## src/rtl/rr_bus_arbiter_pkg.sv

```systemverilog
// Shared constants for the round-robin bus arbiter.
// Holds the FSM state encodings and the default maximum grant hold time.
package rr_bus_arbiter_pkg;

  typedef enum logic [1:0] {
    ST_IDLE    = 2'd0,
    ST_GRANT   = 2'd1,
    ST_RELEASE = 2'd2
  } arb_state_e;

  localparam int unsigned DEFAULT_MAX_HOLD = 32'd16;

endpackage

```

## src/rtl/rr_bus_arbiter_if.sv

```systemverilog
// Request/grant bundle between pipeline masters and the round-robin arbiter.
interface rr_bus_arbiter_if #(
  parameter int LogNum = 3
);
  localparam int Num = 2 ** LogNum;

  logic [Num-1:0]    req;
  logic              done;
  logic [Num-1:0]    grant;
  logic [LogNum-1:0] grant_idx;
  logic              busy;
  logic              timeout;

  modport master (output req, output done,
                  input grant, input grant_idx, input busy, input timeout);
  modport slave  (input req, input done,
                  output grant, output grant_idx, output busy, output timeout);
endinterface

```

## src/rtl/rr_bus_arbiter_bitdemux.sv

```systemverilog
// Bit demultiplexer: routes input bit i onto output line s, all other lines low.
module rr_bus_arbiter_bitdemux #(
  parameter int LogNum = 3
) (
  input  logic                   i,
  input  logic [LogNum-1:0]      s,
  output logic [2**LogNum-1:0]   o
);

  // Steer i onto the selected line.
  always_comb begin
    o    = {(2**LogNum){1'b0}};
    o[s] = i;
  end

endmodule

```

## src/rtl/rr_bus_arbiter.sv

```systemverilog
// Round-robin arbiter for one shared resource; holds a grant until done,
// request drop, or MaxHold cycles, then inserts one turnaround cycle.
module rr_bus_arbiter
  import rr_bus_arbiter_pkg::*;
#(
  parameter int LogNum  = 3,
  parameter int MaxHold = DEFAULT_MAX_HOLD,
  parameter int HoldW   = 16
) (
  input  logic             clk,
  input  logic             rst_n,
  rr_bus_arbiter_if.slave  bus
);

  localparam int Num = 2 ** LogNum;
  localparam logic [LogNum-1:0] IdxOne = {{(LogNum-1){1'b0}}, 1'b1};
  localparam logic [HoldW-1:0]  CntOne = {{(HoldW-1){1'b0}}, 1'b1};
  localparam logic [HoldW-1:0]  CntMax = HoldW'(MaxHold - 1);

  arb_state_e        state_r, state_s;
  logic [LogNum-1:0] ptr_r, ptr_s;
  logic [LogNum-1:0] idx_r, idx_s;
  logic              busy_r, busy_s;
  logic              timeout_r, timeout_s;
  logic [HoldW-1:0]  cnt_r, cnt_s;
  logic [LogNum-1:0] winner_s;
  logic              found_s;
  logic              rel_user_s;
  logic              at_max_s;

  // Round-robin scan: first requester at or above ptr, wrapping modulo Num.
  always_comb begin
    logic [LogNum-1:0] cand;
    winner_s = ptr_r;
    found_s  = 1'b0;
    for (int i = 0; i < Num; i++) begin
      cand = ptr_r + LogNum'(i);
      if (!found_s && bus.req[cand]) begin
        winner_s = cand;
        found_s  = 1'b1;
      end else begin
        found_s  = found_s;
      end
    end
  end

  assign rel_user_s = bus.done || !bus.req[idx_r];
  assign at_max_s   = (cnt_r == CntMax);

  // Next-state and next-output logic.
  always_comb begin
    state_s   = state_r;
    ptr_s     = ptr_r;
    idx_s     = idx_r;
    busy_s    = busy_r;
    cnt_s     = cnt_r;
    timeout_s = 1'b0;
    case (state_r)
      ST_IDLE: begin
        if (found_s) begin
          idx_s   = winner_s;
          busy_s  = 1'b1;
          cnt_s   = {HoldW{1'b0}};
          state_s = ST_GRANT;
        end else begin
          state_s = ST_IDLE;
        end
      end
      ST_GRANT: begin
        if (rel_user_s || at_max_s) begin
          busy_s    = 1'b0;
          ptr_s     = idx_r + IdxOne;
          state_s   = ST_RELEASE;
          // A forced release only counts as a timeout when nothing else ended it.
          timeout_s = at_max_s && !rel_user_s;
        end else begin
          cnt_s     = cnt_r + CntOne;
        end
      end
      ST_RELEASE: begin
        state_s = ST_IDLE;
      end
      default: begin
        state_s = ST_IDLE;
        busy_s  = 1'b0;
        cnt_s   = {HoldW{1'b0}};
      end
    endcase
  end

  // State and output registers.
  always_ff @(posedge clk or negedge rst_n) begin
    if (!rst_n) begin
      state_r   <= ST_IDLE;
      ptr_r     <= {LogNum{1'b0}};
      idx_r     <= {LogNum{1'b0}};
      busy_r    <= 1'b0;
      timeout_r <= 1'b0;
      cnt_r     <= {HoldW{1'b0}};
    end else begin
      state_r   <= state_s;
      ptr_r     <= ptr_s;
      idx_r     <= idx_s;
      busy_r    <= busy_s;
      timeout_r <= timeout_s;
      cnt_r     <= cnt_s;
    end
  end

  rr_bus_arbiter_bitdemux #(.LogNum(LogNum)) u_demux (
    .i (busy_r),
    .s (idx_r),
    .o (bus.grant)
  );

  assign bus.grant_idx = idx_r;
  assign bus.busy      = busy_r;
  assign bus.timeout   = timeout_r;

endmodule

```

## src/flat_wrapper.sv

```systemverilog
// flat-port wrapper written by rule: the top's interface ports become plain ports
module rr_bus_arbiter_flat import rr_bus_arbiter_pkg::*;
#(
  parameter int LogNum  = 3,
  parameter int MaxHold = DEFAULT_MAX_HOLD,
  parameter int HoldW   = 16
)
  (clk, rst_n, bus_req, bus_done, bus_grant, bus_grant_idx, bus_busy, bus_timeout);
  rr_bus_arbiter_if #(.LogNum(LogNum)) bus_i ();
  input  logic clk;
  input  logic rst_n;
  input wire logic [$bits(bus_i.req)-1:0] bus_req;
  input wire logic [$bits(bus_i.done)-1:0] bus_done;
  output wire logic [$bits(bus_i.grant)-1:0] bus_grant;
  output wire logic [$bits(bus_i.grant_idx)-1:0] bus_grant_idx;
  output wire logic [$bits(bus_i.busy)-1:0] bus_busy;
  output wire logic [$bits(bus_i.timeout)-1:0] bus_timeout;
  assign bus_i.req = bus_req;
  assign bus_i.done = bus_done;
  assign bus_grant = bus_i.grant;
  assign bus_grant_idx = bus_i.grant_idx;
  assign bus_busy = bus_i.busy;
  assign bus_timeout = bus_i.timeout;
  rr_bus_arbiter #(.LogNum(LogNum), .MaxHold(MaxHold), .HoldW(HoldW)) u_core (.clk(clk), .rst_n(rst_n), .bus(bus_i));
endmodule
```

## config.mk

```make
export PLATFORM = sky130hd
export DESIGN_NAME = rr_bus_arbiter_flat
export DESIGN_NICKNAME = d
export VERILOG_FILES = /design/src/rtl/rr_bus_arbiter_pkg.sv /design/src/rtl/rr_bus_arbiter_if.sv /design/src/rtl/rr_bus_arbiter_bitdemux.sv /design/src/rtl/rr_bus_arbiter.sv /design/src/flat_wrapper.sv
export SDC_FILE = /design/constraint.sdc
export NUM_CORES = 1
export LEC_CHECK = 0
export BUFFER_PORTS_ARGS = -buffer_cell sky130_fd_sc_hd__buf_2
export CAP_MARGIN = 10
export CORE_UTILIZATION = 35
export CTS_CLUSTER_DIAMETER = 150
export CTS_CLUSTER_SIZE = 20
export DETAILED_ROUTE_END_ITERATION = 6
export GPL_ROUTABILITY_DRIVEN = 0
export PLACE_DENSITY = 0.63
export SLEW_MARGIN = 20
export SYNTH_ARGS = -nofsm -noshare
export SYNTH_HDL_FRONTEND = slang
export SYNTH_SLANG_ARGS = --single-unit
```

## constraint.sdc

```tcl
create_clock -name clk -period 3.9 [get_ports clk]
set_input_delay 0 -clock clk [delete_from_list [all_inputs] [get_ports clk]]
set_output_delay 0 -clock clk [all_outputs]
set_load 0.02 [all_outputs]
```

==> impl_metrics.json <==
{
  "grt_setup_unrepaired": "no",
  "intPower_uw": 1180,
  "postSynthAreaPerCell_um2": 9.23,
  "synth_warnings": 0,
  "syn_inst": 252,
  "gr-total-overflow": 0,
  "finalHoldViolCount": 0,
  "setup_viol": 0,
  "leakagePower_uw": 0.00107,
  "floorplan.initialDensity_pct": 36.4,
  "synthToLayoutAreaGrowth_pct": 12.1,
  "drc": 0,
  "crit_path_start": "u_core.ptr_r[1]",
  "drv_cap": 0,
  "vias": 2025,
  "grtUsageTotal_pct": 16.3,
  "final_util_pct": 40.8,
  "cts_buffer_depth": 2,
  "p_per_area_nw_per_um2": 874,
  "dp_hpwl_mm": 4.26,
  "ys_seq_area_share_pct": 28.0,
  "drt-total-wl_mm": 5.54,
  "nNetsFinal": 289,
  "cts_buffers": 3,
  "synthFlopType": "dfrtp_1",
  "synthArstFlopShare_pct": 100,
  "vias_per_cell": 5.79,
  "path_max_fanout": 12,
  "clk_pin_slew_ns": 0.09,
  "io_pins": 24,
  "critPathKind": "flip-flop to flip-flop",
  "num_rows": 29,
  "start_kind": "flip-flop",
  "postRouteAntennaNets": 0,
  "status": "complete, no violations",
  "antenna_found_initial": 0,
  "maxSlewHeadroom_pct": 59.1,
  "p_seq_share_pct": 19.5,
  "worstPathArrival_ns": 3.71,
  "cts_tree": "yes",
  "drive_gt1_share_pct": 22.7,
  "syn_area_um2": 2320,
  "total_power_uw": 2280,
  "yosysUniqueCellTypes": 51,
  "synth_nets": 267,
  "rr_startpoint": "u_core.ptr_r[1]",
  "port_buffers": 23,
  "diodes": 0,
  "synth_seq_cells": 26,
  "crit_path_end_kind": "flip-flop",
  "fmax_mhz": 287,
  "fillers": 619,
  "worstSkewPairLatency_ns": 0.28,
  "ir_drop_v": 0.000536,
  "clkSinkCount": 26,
  "finalSetupTns_ns": 0,
  "grt_pass1_vias": 1826,
  "wl_per_cell_um": 15.8,
  "synth_edf_count": 0,
  "root_buffer": "clkbuf_8",
  "worstPathRequired_ns": 4.12,
  "die_x_um": 83.5,
  "max_slew.worst_pin.slew_ns": 0.613,
  "drv_slew": 0,
  "grt_pass1_wl_mm": 9.30,
  "power.switching_uw": 1100,
  "dr.pass1.iters": 4,
  "fin_crit_sh_pct": 89.5,
  "dieArea_um2": 6970,
  "drtIter0Drc": 182,
  "grt_max_degree": 27,
  "p_comb_share_pct": 70.7,
  "coreArea_um2": 6390,
  "min_period_ns": 3.49,
  "clockPowerShare_pct": 9.8,
  "switching_share_pct": 48.4,
  "htreeDepth": 1,
  "skew_ns": 0.0104,
  "die_h_um": 83.5,
  "hold_path.class": "primary input to async pin"
}
metal layers:
layer	wire length, um	vias to the layer above	global-route usage, %
met5	0	-	0
met4	84	0	4.93
met3	168	7	1.58
met2	2600	37	24.1
met1	2690	981	25.2
li1	-	1000	-
per-stage QoR:
stage / setup slack (ns) / instances / hold WS, ns / area [um2]
2_1_floorplan: 0.154 / 252 / -0.296 / 2320
3_3_place_gp: 0.468 / 344 / 0.0267 / 2510
3_5_place_dp: 0.433 / 344 / 0.0350 / 2510
4_1_cts: 0.430 / 350 / 0.266 / 2610
5_1_grt: 0.236 / 350 / 0.314 / 2610
6_report: 0.410 / 350 / 0.243 / 2610
placed cells by master (no fill, tap or decap), types with 2 or more instances in the layout:
cell type	n
o31ai_1	7
or3_1	2
nand3_1	11
a31oi_1	2
ha_1	4
or4_1	5
dlygate4sd3_1	2
nand2b_1	7
o21ai_0	13
mux4_2	13
nor3_1	3
clkbuf_8	3
a32oi_1	2
nor2_1	21
inv_1	6
dfrtp_1	26
and2_1	2
buf_2	23
o211ai_1	5
nor4_1	7
mux2i_1	8
a21oi_1	11
xnor2_1	2
mux2_2	12
nand4_1	2
xor2_1	8
buf_4	6
and3_1	6
a211o_1	2
nand2_1	29
flip-flops by register name (all words and copies together) (netlist names):
signal and cells:
u_core.bus.busy 1, u_core.bus.grant_idx 3, u_core.bus.timeout 1, u_core.cnt_r 16, u_core.ptr_r 3, u_core.state_r 2
final timing paths:
kind | slack [ns] | cells after the start | to
max | 0.41 | 9 | u_core.cnt_r[5]
min | 0.24 | 2 | u_core.cnt_r[11]
max reg2reg | 0.41 | 9 | u_core.cnt_r[5]
min reg2reg | 0.52 | 2 | u_core.cnt_r[1]
max in group asynchronous | 3.26 | 2 | u_core.ptr_r[0]
min in group clk | 0.46 | 3 | u_core.bus.timeout
synth_stat cells, drive strengths merged (3+ instances only):
cell / number / area [um2]
ha: 4 / 50.1
clkbuf: 8 / 30.0
buf: 6 / 36.3
or4: 5 / 37.5
dfrtp: 26 / 651
nor2: 21 / 78.8
o31ai: 7 / 52.6
nand2: 29 / 109
a21oi: 11 / 55.1
nand3: 11 / 55.1
mux2: 14 / 161
o211ai: 5 / 37.5
nand2b: 7 / 43.8
xor2: 8 / 70.1
and3: 6 / 37.5
mux2i: 8 / 80.1
o21ai: 14 / 70.1
nor3: 3 / 15.0
nor4: 7 / 43.8
mux4: 13 / 293
inv: 6 / 22.5
layout make-up:
type	count	area [um2]	share of cell area [%]
clock inverters	1	30.0	1.15
repair buffers	31	180	6.91
clock buffers	3	41.3	1.58
inverters	7	26.3	1.01
multi-input cells	205	1580	60.7
flip-flops and latches	26	651	25.0
well taps	77	96.3	3.70
power groups by stage:
stage	clock (uW)	sequential, uW	combinational [uW]
floorplan	0	411	1290
global placement	0	448	1590
detailed placement	0	451	1600
CTS	231	446	1610
global route	241	462	1760
finish	223	445	1610
kinds of logic after synthesis:
| kind of cell | count (synthesis) | synth area share [%] |
|---|---|---|
| buf+inv | 21 | 3.98 |
| simple gates | 99 | 21.1 |
| fa+ha+maj | 4 | 2.15 |
| xor+xnor | 10 | 3.77 |
| mux | 35 | 23.0 |
| compound gates | 57 | 18.0 |
| flops | 26 | 28.0 |
worst max-delay path, cell delays in order (launching register included):
cell,delay (ns)
dfrtp_1,0.35
clkinv_1,0.08
ha_1,0.39
mux2_2,0.37
mux4_2,0.52
o32ai_4,0.48
a41oi_4,0.28
mux2_4,0.39
or4_1,0.51
nand2_1,0.07
what timing repair did:
action / CTS / global route
hold buffers: 2 / 0
gates resized for setup: 0 / 0
hold endpoints to repair: 27 / 0
setup endpoints to repair: 0 / 0
setup buffers: 0 / 0
(Power assumes the default switching activity.)
